### config.mk
export PLATFORM = sky130hd
export DESIGN_NAME = seven_seg_rx
export DESIGN_NICKNAME = d
export VERILOG_FILES = /design/src/rtl/seven_seg_pkg.sv /design/src/rtl/seven_seg_decode.sv /design/src/rtl/seven_seg_rx.sv
export SDC_FILE = /design/constraint.sdc
export NUM_CORES = 1
export LEC_CHECK = 0
export BUFFER_PORTS_ARGS = -buffer_cell sky130_fd_sc_hd__buf_2
export CAP_MARGIN = 20
export CORE_MARGIN = 2
export CORE_UTILIZATION = 30
export CTS_CLUSTER_SIZE = 28
export DETAILED_ROUTE_END_ITERATION = 10
export PLACE_DENSITY = 0.43
export REMOVE_ABC_BUFFERS = 1
export SLEW_MARGIN = 20
export SYNTH_ARGS = -nofsm -noshare
export SYNTH_HDL_FRONTEND = slang
export SYNTH_HIERARCHICAL = 1
export SYNTH_SLANG_ARGS = --single-unit
### constraint.sdc
create_clock -name clk -period 3 [get_ports clk]
set_input_delay 0.9 -clock clk [delete_from_list [all_inputs] [get_ports clk]]
set_output_delay 0.9 -clock clk [all_outputs]
set_load 0.1 [all_outputs]
### src/rtl/seven_seg_pkg.sv
// Shared definitions for the seven-segment shift-register link:
// segment patterns, default digit selects, frame length and receiver states.
package seven_seg_pkg;

    localparam int FRAME_LEN = 16;
    localparam logic [3:0] FRAME_LAST = 4'(FRAME_LEN - 1);

    localparam logic [7:0] DEF_ONES_SEL = 8'h40;
    localparam logic [7:0] DEF_TENS_SEL = 8'h20;

    localparam logic [7:0] SEG_0 = 8'hEE;
    localparam logic [7:0] SEG_1 = 8'h48;
    localparam logic [7:0] SEG_2 = 8'h3E;
    localparam logic [7:0] SEG_3 = 8'h7C;
    localparam logic [7:0] SEG_4 = 8'hD8;
    localparam logic [7:0] SEG_5 = 8'hF4;
    localparam logic [7:0] SEG_6 = 8'hF6;
    localparam logic [7:0] SEG_7 = 8'h68;
    localparam logic [7:0] SEG_8 = 8'hFE;
    localparam logic [7:0] SEG_9 = 8'hFC;
    localparam logic [7:0] SEG_A = 8'hFA;
    localparam logic [7:0] SEG_B = 8'hD6;
    localparam logic [7:0] SEG_C = 8'hA6;
    localparam logic [7:0] SEG_D = 8'h5E;
    localparam logic [7:0] SEG_E = 8'hB6;
    localparam logic [7:0] SEG_F = 8'hB2;

    typedef enum logic {
        ST_SYNC = 1'b0,
        ST_RUN  = 1'b1
    } rx_state_t;

    // Nibble to segment pattern, used by the driver side of the link.
    function automatic logic [7:0] seg_encode(input logic [3:0] nib);
        logic [7:0] pat;
        case (nib)
            4'h0: pat = SEG_0;
            4'h1: pat = SEG_1;
            4'h2: pat = SEG_2;
            4'h3: pat = SEG_3;
            4'h4: pat = SEG_4;
            4'h5: pat = SEG_5;
            4'h6: pat = SEG_6;
            4'h7: pat = SEG_7;
            4'h8: pat = SEG_8;
            4'h9: pat = SEG_9;
            4'hA: pat = SEG_A;
            4'hB: pat = SEG_B;
            4'hC: pat = SEG_C;
            4'hD: pat = SEG_D;
            4'hE: pat = SEG_E;
            default: pat = SEG_F;
        endcase
        return pat;
    endfunction

endpackage

### src/rtl/seven_seg_decode.sv
// Combinational segment-pattern to hex-nibble decoder. Unknown patterns
// return nibble 0 with ok low.
module seven_seg_decode
    import seven_seg_pkg::*;
(
    input  logic [7:0] pattern,
    output logic [3:0] nibble,
    output logic       ok
);

    // Reverse lookup of the segment table; all 16 patterns are distinct.
    always_comb begin
        nibble = 4'h0;
        ok     = 1'b1;
        case (pattern)
            SEG_0: nibble = 4'h0;
            SEG_1: nibble = 4'h1;
            SEG_2: nibble = 4'h2;
            SEG_3: nibble = 4'h3;
            SEG_4: nibble = 4'h4;
            SEG_5: nibble = 4'h5;
            SEG_6: nibble = 4'h6;
            SEG_7: nibble = 4'h7;
            SEG_8: nibble = 4'h8;
            SEG_9: nibble = 4'h9;
            SEG_A: nibble = 4'hA;
            SEG_B: nibble = 4'hB;
            SEG_C: nibble = 4'hC;
            SEG_D: nibble = 4'hD;
            SEG_E: nibble = 4'hE;
            SEG_F: nibble = 4'hF;
            default: begin
                nibble = 4'h0;
                ok     = 1'b0;
            end
        endcase
    end

endmodule

### src/rtl/seven_seg_rx.sv
// Seven-segment link receiver: deserializes 16-bit LSB-first frames framed
// by latch, splits them into segment/select bytes, decodes the digit and
// mirrors the two displayed digits in value.
//
//   state   | meaning
//   --------+--------------------------------------------------------------
//   ST_SYNC | discarding bits until latch=0 marks a frame end
//   ST_RUN  | aligned; shifting bits, checking latch against the bit count
module seven_seg_rx
    import seven_seg_pkg::*;
#(
    parameter logic [7:0] ONES_SEL = DEF_ONES_SEL,
    parameter logic [7:0] TENS_SEL = DEF_TENS_SEL
) (
    input  logic       clk,
    input  logic       rst,
    input  logic       in_data,
    input  logic       latch,
    output logic       frame_valid,
    output logic [7:0] seg_pattern,
    output logic [7:0] digit_sel,
    output logic [3:0] nibble,
    output logic       nibble_ok,
    output logic       frame_err,
    output logic [7:0] value,
    output logic       synced
);

    rx_state_t   state;
    logic [3:0]  count;
    // Bit 0 of the shift register would only ever be shifted out, so it is
    // not stored; the full word is formed together with the incoming bit.
    logic [15:1] sr;
    logic [15:0] word_next;
    logic [3:0]  dec_nibble;
    logic        dec_ok;

    assign word_next = {in_data, sr[15:1]};

    seven_seg_decode u_decode (
        .pattern (word_next[15:8]),
        .nibble  (dec_nibble),
        .ok      (dec_ok)
    );

    // Framing FSM with registered frame fields, pulses and display mirror.
    always_ff @(posedge clk or posedge rst) begin
        if (rst) begin
            state       <= ST_SYNC;
            count       <= 4'd0;
            sr          <= '0;
            frame_valid <= 1'b0;
            frame_err   <= 1'b0;
            seg_pattern <= 8'h00;
            digit_sel   <= 8'h00;
            nibble      <= 4'h0;
            nibble_ok   <= 1'b0;
            value       <= 8'h00;
            synced      <= 1'b0;
        end else begin
            frame_valid <= 1'b0;
            frame_err   <= 1'b0;
            case (state)
                ST_SYNC: begin
                    if (!latch) begin
                        state  <= ST_RUN;
                        count  <= 4'd0;
                        synced <= 1'b1;
                    end
                end
                ST_RUN: begin
                    sr    <= word_next[15:1];
                    count <= count + 4'd1;
                    if (count == FRAME_LAST) begin
                        count <= 4'd0;
                        if (!latch) begin
                            frame_valid <= 1'b1;
                            seg_pattern <= word_next[15:8];
                            digit_sel   <= word_next[7:0];
                            nibble      <= dec_nibble;
                            nibble_ok   <= dec_ok;
                            if (dec_ok) begin
                                if (word_next[7:0] == ONES_SEL) begin
                                    value[3:0] <= dec_nibble;
                                end else if (word_next[7:0] == TENS_SEL) begin
                                    value[7:4] <= dec_nibble;
                                end
                            end
                        end else begin
                            // Frame overran its length: alignment is lost.
                            frame_err <= 1'b1;
                            state     <= ST_SYNC;
                            synced    <= 1'b0;
                        end
                    end else if (!latch) begin
                        // Early frame end: realign on this edge.
                        frame_err <= 1'b1;
                        count     <= 4'd0;
                    end
                end
                default: begin
                    state  <= ST_SYNC;
                    synced <= 1'b0;
                end
            endcase
        end
    end

endmodule

==> flow_metrics.env <==
export IMPL_synth_seq_cells=52
export IMPL_setup_slack_ps=292
export IMPL_grt_max_degree=23
export IMPL_start_util=0.305
export IMPL_fp_dieH_um=97.5
export IMPL_hp_class="flop to flop"
export IMPL_antenna_cells=0
export IMPL_synth_top_area_frac=0.496
export IMPL_fillers=894
export IMPL_setup_viol=0
export IMPL_crit_buf_inv=2
export IMPL_io_pins=36
export IMPL_gr_usage_met1=0.185
export IMPL_p_leak_nw=1.47
export IMPL_worstSetupPathType="primary input to flop"
export IMPL_cts_buffers=5
export IMPL_dieArea_um2=9500
export IMPL_netlist_instances=203
export IMPL_coreArea_um2=8590
export IMPL_vias=1697
export IMPL_post_cts_setup_buffer_count=0
export IMPL_antenna_left=0
export IMPL_cts_sinks=52
export IMPL_grt_pass1_wl_um=9200
export IMPL_firstDrtPassIters=4
export IMPL_synth_async_reset_ratio=1.00
export IMPL_cts_buffer_depth=2
export IMPL_required_ps=3190
export IMPL_wl_per_cell_um=15.8
export IMPL_pre_cts_slack_ps=-57.6
export IMPL_maxCapViolCount=0
export IMPL_peakVddDrop_uv=217
export IMPL_synth_edf_count=0
export IMPL_overflow=0
export IMPL_slew_violations=0
export IMPL_hold_buffers=0
export IMPL_area_delta_synth_final_pct=15.6
export IMPL_period_share=0.903
export IMPL_relSlewSlack=0.583
export IMPL_fin_tns_setup_ps=0
export IMPL_vias_per_cell=4.82
export IMPL_whs_ps=509
export IMPL_gp_congestion=0.791
export IMPL_drt_wl_total_um=5550
export IMPL_final_net_count=250
export IMPL_cp_slowest_stage_delay_ps=530
export IMPL_ys_warn_count=6
export IMPL_drc=0
export IMPL_cts_htree_levels=2
export IMPL_synth_top_cell_by_area="dfrtp_1"
export IMPL_cts_resized=0
export IMPL_slowest_stage="or4_1"
export IMPL_grt_use_met2=0.172
export IMPL_layout_drive_gt1_share=0.451
export IMPL_clkLatencyLatePin_ps=300
export IMPL_grt_util_all_layers=0.121
export IMPL_cts_root_buffer="clkbuf_8"
export IMPL_antenna_found_initial=0
export IMPL_crit_fanout=11
export IMPL_critPathCaptureType="flop"
export IMPL_dpl_hpwl_um=3890
export IMPL_rsz0062_at_grt="false"
export IMPL_drtIter0Drc=49
export IMPL_grt_busiest_layer="met1"
export IMPL_synth_cell_type_count=49
export IMPL_skew_ps=6.20
export IMPL_status="finished clean"
export IMPL_cp_data_arrival_time_ps=2900
export IMPL_syn_area_um2=2620
export IMPL_die_x_um=97.5
export IMPL_synth_flop_cell="dfrtp_1"
export IMPL_utilization=0.353
export IMPL_cts_tree="done"
export IMPL_clk_pin_slew_ps=90
export IMPL_synth_avg_cell_area_um2=12.9
export IMPL_powerDensity_nw_per_um2=448
export IMPL_grt_pass1_vias=1678
export IMPL_hold_viol_final=0
export IMPL_placement_rows=34
export IMPL_use_met3=0.0245
export IMPL_synthTopCellsByArea="dfrtp_1 50%, mux2_4 11%, mux2_2 11%"
export IMPL_cp_top_family="simple AND/OR/NAND/NOR gates"
export IMPL_seq_area_frac_synth=0.496
export IMPL_max_freq_mhz=369
export IMPL_tightest_slew_ps=615
export IMPL_period_needed_ps=2710
export IMPL_path_cells="buf_2 > or4_1 > nor2_1 > o21ai_0 > nand4b_1 > nor3b_1 > buf_4 > nand4_2 > mux2_2"
export IMPL_port_buffer_count=35
export IMPL_worstSetupStartpointType="primary input"
-- cells in the mapped netlist (4+ instances only) --
cell      n
a21oi_1   4
buf_2     6
dfrtp_1  52
inv_1     4
mux2_2   25
mux2_4   20
nand2_1   6
nand3_1   6
nor2_1   10
nor3_1    4
nor4_1    4
o21ai_0   6
-- cells in the final DEF (no fill, tap or decap), types with 3 or more instances in the layout --
| cell type | count |
|---|---|
| nor4_1 | 4 |
| ha_1 | 3 |
| mux2_2 | 25 |
| clkbuf_8 | 7 |
| nor2_1 | 10 |
| mux2_4 | 20 |
| nand3_1 | 6 |
| o21ai_0 | 6 |
| nand2_1 | 6 |
| a31oi_1 | 3 |
| dfrtp_1 | 52 |
| a21oi_1 | 4 |
| buf_4 | 12 |
| buf_2 | 35 |
| nor3_1 | 4 |
| inv_1 | 3 |
| nor2b_1 | 3 |
| and2_1 | 3 |
-- flip-flops by register name, indices dropped and copies added (netlist names) --
signal and count:
synced 1, frame_valid 1, seg_pattern 8, count 4, sr 15, value 8, state 1, frame_err 1
nibble 4, digit_sel 8, nibble_ok 1
-- metrics by stage --
| stage | area (um^2) | cells | power (mW) |
|---|---|---|---|
| 2_1_floorplan | 2500 | 189 | 0.812 |
| 3_3_place_gp | 2900 | 344 | 0.851 |
| 3_5_place_dp | 2900 | 344 | 0.851 |
| 4_1_cts | 3030 | 352 | 1.39 |
| 5_1_grt | 3030 | 352 | 1.42 |
| 6_report | 3030 | 352 | 1.36 |
-- logic make-up after synthesis --
| family | count (synthesis) | synth area share |
|---|---|---|
| xor gates and xnor gates | 3 | 0.0100 |
| AOI/OAI and AO/OA | 22 | 0.0530 |
| muxes | 47 | 0.230 |
| buffers and inverters | 19 | 0.0525 |
| DFF | 52 | 0.496 |
| and+or+nand+nor | 57 | 0.144 |
| adders and majority gates | 3 | 0.0143 |
-- cell type report --
| cell class | count | area (um^2) | share of cell area |
|---|---|---|---|
| clock inverters | 1 | 30.0 | 0.00991 |
| flip-flops and latches | 52 | 1300 | 0.430 |
| multi-input cells | 132 | 1180 | 0.390 |
| well taps | 108 | 135 | 0.0446 |
| inverters | 5 | 18.8 | 0.00620 |
| clock buffers | 7 | 96.3 | 0.0318 |
| repair buffers | 47 | 265 | 0.0876 |
-- where the power goes --
part	leakage (nW)	total (mW)	internal (mW)	switching [mW]
combinational	0.728	0.0949	0.0378	0.0571
sequential	0.682	0.740	0.715	0.0248
clock	0.0645	0.524	0.295	0.229
total	1.47	1.36	1.05	0.311
-- layer usage --
layer,vias up,share of wire
li1,811,-
met1,840,0.52
met2,40,0.43
met3,6,0.039
met4,0,0.0094
met5,-,0
-- final timing paths --
kind | cells past startpoint | slack [ps] | from | to
setup / recovery | 9 | 290 | in_data | value[0]
hold / removal | 1 | 510 | value[1] | value[1]
setup reg to reg | 9 | 350 | sr[10] | value[0]
hold reg to reg | 1 | 510 | value[1] | value[1]
max in group asynchronous | 3 | 1870 | rst | value[7]
min in group asynchronous | 2 | 520 | rst | frame_err
Power figures use the tool's default switching activity.
